## config.mk

```make
export PLATFORM = sky130hd
export DESIGN_NAME = pc_gen
export DESIGN_NICKNAME = d
export VERILOG_FILES = /design/src/rtl/pc_gen.sv
export SDC_FILE = /design/constraint.sdc
export NUM_CORES = 1
export LEC_CHECK = 0
export CORE_MARGIN = 2
export CORE_UTILIZATION = 44
export CTS_CLUSTER_DIAMETER = 50
export DETAILED_ROUTE_END_ITERATION = 7
export PLACE_DENSITY_LB_ADDON = 0.05
export SLEW_MARGIN = 40
export SYNTH_ARGS = -nofsm -noshare
export SYNTH_HDL_FRONTEND = slang
export SYNTH_SLANG_ARGS = --single-unit
export TNS_END_PERCENT = 5
```

## constraint.sdc

```tcl
create_clock -name clk -period 2.19 [get_ports clk]
set_input_delay 0.219 -clock clk [delete_from_list [all_inputs] [get_ports clk]]
set_output_delay 0.219 -clock clk [all_outputs]
set_load 0.03 [all_outputs]
```

## src/rtl/pc_gen.sv

```systemverilog
// ---------------------------------------------------------------------------
// pc_gen -- fetch program-counter generator
//
// Produces the instruction-fetch address and a valid/ready fetch request.
// A three-state FSM (BOOT -> RUN, RUN -> HALT) sequences the block:
//   BOOT : one cycle after reset release, no request issued.
//   RUN  : issues sequential fetches, follows redirects and traps.
//   HALT : entered when a trap/redirect target is not 4-byte aligned;
//          only reset leaves it.
//
// Handshake: fetch_valid_o/fetch_ready_i follow strict valid/ready rules.
// Once fetch_valid_o is high it stays high, and pc_o stays stable, until
// the cycle fetch_ready_i is high; the fetch is accepted on that rising
// edge. Valid never depends on ready.
//
// Ports
//   clk, rst_n           clock (rising edge), async active-low reset
//   stall_i              hazard hold: no new request is started
//   redirect_valid_i     branch/jump taken, target in redirect_target_i
//   trap_valid_i         trap taken, handler address in trap_vector_i
//   fetch_valid_o        fetch request valid
//   fetch_ready_i        instruction memory accepts the request
//   pc_o                 current fetch address (bytes)
//   pc_plus_step_o       pc_o + STEP, wraps modulo 2^XLEN
//   halted_o             high while in HALT
//   dbg_state            FSM state (0 BOOT, 1 RUN, 2 HALT) for observation
// ---------------------------------------------------------------------------
module pc_gen #(
    parameter int              XLEN         = 32,
    parameter logic [XLEN-1:0] RESET_VECTOR = '0,
    parameter int              STEP         = 4
) (
    input  logic            clk,
    input  logic            rst_n,
    input  logic            stall_i,
    input  logic            redirect_valid_i,
    input  logic [XLEN-1:0] redirect_target_i,
    input  logic            trap_valid_i,
    input  logic [XLEN-1:0] trap_vector_i,
    output logic            fetch_valid_o,
    input  logic            fetch_ready_i,
    output logic [XLEN-1:0] pc_o,
    output logic [XLEN-1:0] pc_plus_step_o,
    output logic            halted_o,
    output logic [1:0]      dbg_state
);

    typedef enum logic [1:0] {
        BOOT = 2'd0,
        RUN  = 2'd1,
        HALT = 2'd2
    } state_t;

    state_t          state_q, state_d;
    logic [XLEN-1:0] pc_q, pc_d;
    logic            out_q, out_d;          // request shown but not yet accepted
    logic            pend_v_q, pend_v_d;
    logic            pend_trap_q, pend_trap_d;
    logic [XLEN-1:0] pend_tgt_q, pend_tgt_d;

    // Winning control-flow change once this cycle's inputs are merged with
    // the pending entry. A live trap beats everything, a pending trap beats
    // a live redirect, and a live redirect replaces a pending redirect.
    logic            sel_v;
    logic            sel_trap;
    logic [XLEN-1:0] sel_tgt;

    assign pc_o           = pc_q;
    assign pc_plus_step_o = pc_q + XLEN'(STEP);
    assign halted_o       = (state_q == HALT);
    assign dbg_state      = state_q;

    always_comb begin
        sel_v    = 1'b0;
        sel_trap = 1'b0;
        sel_tgt  = pend_tgt_q;
        if (trap_valid_i) begin
            sel_v    = 1'b1;
            sel_trap = 1'b1;
            sel_tgt  = trap_vector_i;
        end else if (pend_v_q && pend_trap_q) begin
            sel_v    = 1'b1;
            sel_trap = 1'b1;
            sel_tgt  = pend_tgt_q;
        end else if (redirect_valid_i) begin
            sel_v    = 1'b1;
            sel_trap = 1'b0;
            sel_tgt  = redirect_target_i;
        end else if (pend_v_q) begin
            sel_v    = 1'b1;
            sel_trap = 1'b0;
            sel_tgt  = pend_tgt_q;
        end
    end

    always_comb begin
        state_d       = state_q;
        pc_d          = pc_q;
        out_d         = out_q;
        pend_v_d      = pend_v_q;
        pend_trap_d   = pend_trap_q;
        pend_tgt_d    = pend_tgt_q;
        fetch_valid_o = 1'b0;

        case (state_q)
            BOOT: begin
                state_d = RUN;
            end

            RUN: begin
                fetch_valid_o = !stall_i || out_q;
                if (fetch_valid_o && !fetch_ready_i) begin
                    // Request stalls at memory: pc_o must not move, so any
                    // control-flow change is parked in the pending slot.
                    out_d       = 1'b1;
                    pend_v_d    = sel_v;
                    pend_trap_d = sel_trap;
                    pend_tgt_d  = sel_tgt;
                end else begin
                    // Either the request is accepted now or none is shown;
                    // in both cases pc_o is free to change at this edge.
                    out_d = 1'b0;
                    if (sel_v) begin
                        pend_v_d = 1'b0;
                        if (sel_tgt[1:0] != 2'b00) begin
                            state_d = HALT;
                        end else begin
                            pc_d = sel_tgt;
                        end
                    end else if (fetch_valid_o) begin
                        pc_d = pc_plus_step_o;
                    end
                end
            end

            HALT: begin
                state_d = HALT;
            end

            default: begin
                state_d = BOOT;
            end
        endcase
    end

    always_ff @(posedge clk or negedge rst_n) begin
        if (!rst_n) begin
            state_q     <= BOOT;
            pc_q        <= RESET_VECTOR;
            out_q       <= 1'b0;
            pend_v_q    <= 1'b0;
            pend_trap_q <= 1'b0;
            pend_tgt_q  <= '0;
        end else begin
            state_q     <= state_d;
            pc_q        <= pc_d;
            out_q       <= out_d;
            pend_v_q    <= pend_v_d;
            pend_trap_q <= pend_trap_d;
            pend_tgt_q  <= pend_tgt_d;
        end
    end

endmodule
```

# [Word level (Yosys, flattened, before mapping)]
# Index checks and enable logic that the tools add are counted.
[op_classes] addsub=1 n_eq_ne=6 mux=20 bitwise=1 n_reduce_logical=13
[ops] op="$mux 32" n=6
[ops] op="$add 32x3->32 const B" n=1
[ops] op="$mux 1" n=10
[ops] op="$ne 2x2->1 const B" n=4
[ops] op="$mux 2" n=3
[ops] op="$pmux 2 s3" n=1
[ops] op="$reduce_bool 2->1" n=3
[ops] op="$reduce_and 2->1" n=2
[ops] op="$reduce_and 4->1" n=1
[ops] op="$reduce_and 3->1" n=1
[ops] op="$eq 2x1->1 const B" n=1
[ops] op="$eq 2x2->1 const B" n=1
[ops] op="$logic_and 1x1->1" n=2
[ops] op="$logic_not 1->1" n=2
[ops] op="$logic_not 2->1" n=1
[ops] op="$logic_or 1x1->1" n=1
[ops] op="$not 1->1" n=1
[word_totals] regBits=69 input_bits=70 output_inout_bits=68 elab_cells=47

# [Longest topological paths before layout]
[depth] ltp_word=8 mapped_depth=8 mapped_depth_nobuf=6

# [Worst setup path after synthesis]
# Ideal clock, no wire load.
[synth_timing] kind="reg2out" startpoint="register pc_q[3] (netlist: pc_o[3])" endpoint="output pc_plus_step_o[30]" arrival_ns=2.488 t_required_ns=1.971 slack_ns=-0.517 path_stages_with_launch=8 path_buffers=1 path_cell_list="dfrtp_1 > ha_1 > nand3_1 > nor4_4 > and2_0 > clkbuf_1 > nand2_1 > xnor2_1"
[synth_via] elab_chain_len=1
[synth_rtl] element="start: declaration" line="55" source="logic [XLEN-1:0] pc_q, pc_d;"
[synth_rtl] element="start signal: assignment" line="156" source="pc_q <= pc_d;"
[synth_rtl] element="$add 32x3->32" line="69" source="assign pc_plus_step_o = pc_q + XLEN'(STEP);"
[synth_rtl] element="end: declaration" line="43" source="output logic [XLEN-1:0] pc_plus_step_o,"
# No other way between the ends.

# [Final worst setup path]
[layout_timing] startpoint="register pc_q[13] (netlist: pc_o[13])" endpoint="output pc_plus_step_o[20]"
# The elaborated chain is that of the path after synthesis.

==> results.ini <==
[timing]
hold_viol_final = 0
setup_tns_ns = -1.93
max-slew-margin-rel = 0.500
setup_violations = 17
finalMaxSlewViolations = 0
rsz0062_at_grt = true
fin_worst_skew_ns = 0.0125
clock.fmax_mhz = 428
tightest_slew_ns = 0.748
final.min_clock_period_ns = 2.33
worst_slack_ns = -0.144
fin_crit_sh = 1.07

[status]
violations = setup timing
status = complete, but fails checks

[global_route]
busiest_layer = met2
met2_usage = 0.439
grt.total_usage = 0.265
grt-ovfl-total = 0
met3_usage = 0.0438
grt_use_met1 = 0.347
grt_max_degree = 49
grt_pass1_vias = 4777
antenna_found_initial = 1
grt_pass1_wl_um = 23900

[clock_tree]
clk_path_buf_depth = 2
clkSlewWorstSetupHoldPaths_ns = 0.08
clock_latency_ns = 0.36
cts_tree = done
clock-sinks = 69
cts_inserted_buffers = 9
cts-root-buf = clkbuf_8
htreeDepth = 3

[logic_synthesis]
ys_ff_latch = 69
syn_avg_cell_area_um2 = 9.06
syn_inst = 513
synth_nets = 587
synth.distinct_cells = 54
yosys_most_used_dff = dfrtp_1
yosysWarnings = 0
yosysSeqAreaShare = 0.371
synthesis.area_um2 = 4650
synth-async-reset-ratio = 1.00
synth-edff-count = 0

[pwr]
p_comb_frac = 0.571
power_leakage_uw = 0.00305
seqPwrFrac = 0.272
power.density_nw_per_um2 = 1280
sw_frac_of_total = 0.434
peakVddDrop_uv = 766
pwr-share-clk = 0.158
internal_power_uw = 5160
fin_total_pwr_uw = 9120
power.switching_uw = 3960

[setup_path]
crit_path_start = pc_o[13]
endpoint_kind = primary output
critPathMaxFanout = 5
slowest_delay_ns = 0.38
path_cells = buf_4, nand4_1, nor4_4, buf_4, buf_6, nand2_1, xnor2_2, buf_6
cp_slowest_cell = dfrtp_1
required_ns = 1.97
r2r-start = pend_trap_q
crit_family = buffers and inverters
critPathKind = reg -> out
cp.buffers_inverters = 4
start_kind = register
worstPathArrival_ns = 2.12

[placed_design]
gp_congestion = 0.860
numPortBuffers = 137
dp.final_hpwl_um = 10900
dp.cells = 805

[drt]
detail-route-antenna-nets = 0
vias = 4839
drc = 0
vias_per_cell = 5.80
drtIter0Drc = 375
first_pass_iters = 5
wl_per_cell_um = 18.0
wirelength_um = 15000

[floorplan]
placementRows = 37
die_w_um = 107
die_area_um2 = 11400
core_um2 = 10300
initial_core_util = 0.452
io_pins = 138
die_y_um = 107

[finish]
nFillCells = 816
antennaDiodeCount = 0
area_growth_pct = 53.7
drive_above_1_share = 0.299
final_cells = 835
final_util = 0.695
layout.nets = 768

[hold_path]
hold_class = in -> reg
min-delay-start = trap_valid_i

[run]
maxCapViolations = 0

## cell type report
type,count,area (um^2),share of cell area
Clock buffer,9,124,0.0173
Tap cell,136,170,0.0238
Clock inverter,7,146,0.0205
Inverter,8,30.0,0.00420
Timing Repair Buffer,208,1940,0.272
Sequential cell,69,1740,0.244
Multi-Input combinational cell,398,2990,0.419
## sequential cells by signal, summed over array words and instances, names as in the netlist
signal,cells
pc_o,32
pend_tgt_q,32
dbg_state,2
out_q,1
pend_trap_q,1
pend_v_q,1
## metrics by stage
| stage | hold slack [ns] | cell area [um^2] | setup slack [ns] |
|---|---|---|---|
| 5_1_grt | 0.216 | 7140 | -0.250 |
| 4_1_cts | 0.171 | 6950 | -0.187 |
| 3_5_place_dp | 0.201 | 6530 | -0.377 |
| 6_report | 0.186 | 7140 | -0.144 |
| 2_1_floorplan | -0.0766 | 4750 | -0.0776 |
| 3_3_place_gp | 0.203 | 6530 | -0.334 |
## power groups by stage
| stage | sequential (uW) | combinational (uW) | clock [uW] |
|---|---|---|---|
| floorplan | 2910 | 2370 | 0 |
| CTS | 2450 | 5020 | 1460 |
| global route | 2560 | 5530 | 1510 |
| global placement | 2450 | 4810 | 0 |
| finish | 2480 | 5210 | 1440 |
| detailed placement | 2480 | 4890 | 0 |
## timing repair
item                                    CTS  global route
pin swaps                                 7            15
setup buffers                             8             5
resized for setup                        31            43
endpoints found under the setup margin   30            46
hold buffers                              1             0
hold endpoints to repair                 31             0
## kinds of logic after synthesis
kind of cell	Yosys count	synth area share
adder cells (fa/ha/maj)	4	0.0108
flip-flops	69	0.371
AO/OA/AOI/OAI	150	0.217
buffers and inverters	46	0.0431
multiplexers	61	0.141
AND/OR/NAND/NOR	155	0.164
XOR/XNOR	28	0.0528
## metal layers
| metal | share of wire | up-vias |
|---|---|---|
| li1 | - | 2270 |
| met1 | 0.43 | 2323 |
| met2 | 0.48 | 216 |
| met3 | 0.068 | 30 |
| met4 | 0.023 | 0 |
| met5 | 0 | - |
## path summary, 6_finish.rpt
path                                            to  slack, ns  depth (start not counted)
worst min register to register       pend_tgt_q[5]       0.49                          2
max in group asynchronous                 pend_v_q       1.11                          3
worst max-delay path            pc_plus_step_o[20]      -0.14                          8
worst min-delay path                 pend_tgt_q[1]       0.19                          2
min in group asynchronous           pend_tgt_q[15]       0.35                          2
worst max register to register             pc_o[6]       0.02                          6
## worst reg2reg max path, delay by kind of cell, from the launching register on
| family | cells | cell delay (ns) |
|---|---|---|
| buf+inv | 1 | 0.28 |
| compound gates | 2 | 0.42 |
| flops | 1 | 0.42 |
| mux | 3 | 0.93 |
## cell usage in the layout, fill, tap and decap left out, drive strengths merged, types with 4 or more instances in the layout
cell type	instances
clkdlybuf4s50	106
buf	94
dfrtp	69
nand2	60
o21ai	57
mux2	35
a22oi	28
mux2i	26
nor2	26
nand3	18
xnor2	15
xor2	13
nand4	11
nor3	11
clkbuf	11
and2	10
a21oi	9
inv	9
o22ai	7
a31oi	6
a31o	5
a32o	5
and3	5
o31ai	5
a221o	4
a2bb2oi	4
bufinv	4
dlygate4sd2	4
or3	4
ha	4
## cell usage after synthesis (3+ instances only)
| library cell | count | area share |
|---|---|---|
| o22ai_1 | 7 | 0.0094 |
| or3_1 | 4 | 0.0054 |
| and2_1 | 9 | 0.012 |
| buf_2 | 7 | 0.0075 |
| o31ai_1 | 4 | 0.0065 |
| inv_1 | 8 | 0.0065 |
| clkbuf_1 | 25 | 0.020 |
| ha_1 | 4 | 0.011 |
| a31o_2 | 5 | 0.0094 |
| a2bb2oi_1 | 4 | 0.0075 |
| xor2_1 | 13 | 0.024 |
| nand2_1 | 59 | 0.048 |
| buf_4 | 3 | 0.0048 |
| nand4_1 | 11 | 0.015 |
| dfrtp_1 | 69 | 0.37 |
| a31oi_1 | 6 | 0.0081 |
| xnor2_1 | 15 | 0.028 |
| a221o_1 | 4 | 0.0086 |
| and3_1 | 5 | 0.0067 |
| a21oi_1 | 9 | 0.0097 |
| a22oi_1 | 28 | 0.045 |
| nand3_1 | 18 | 0.019 |
| mux2i_1 | 26 | 0.056 |
| nor2_1 | 25 | 0.020 |
| o21ai_0 | 57 | 0.061 |
| mux2_2 | 35 | 0.085 |
| nor3_1 | 11 | 0.012 |
| a32o_1 | 5 | 0.011 |
Note: power is estimated with default switching activity, not from simulation.
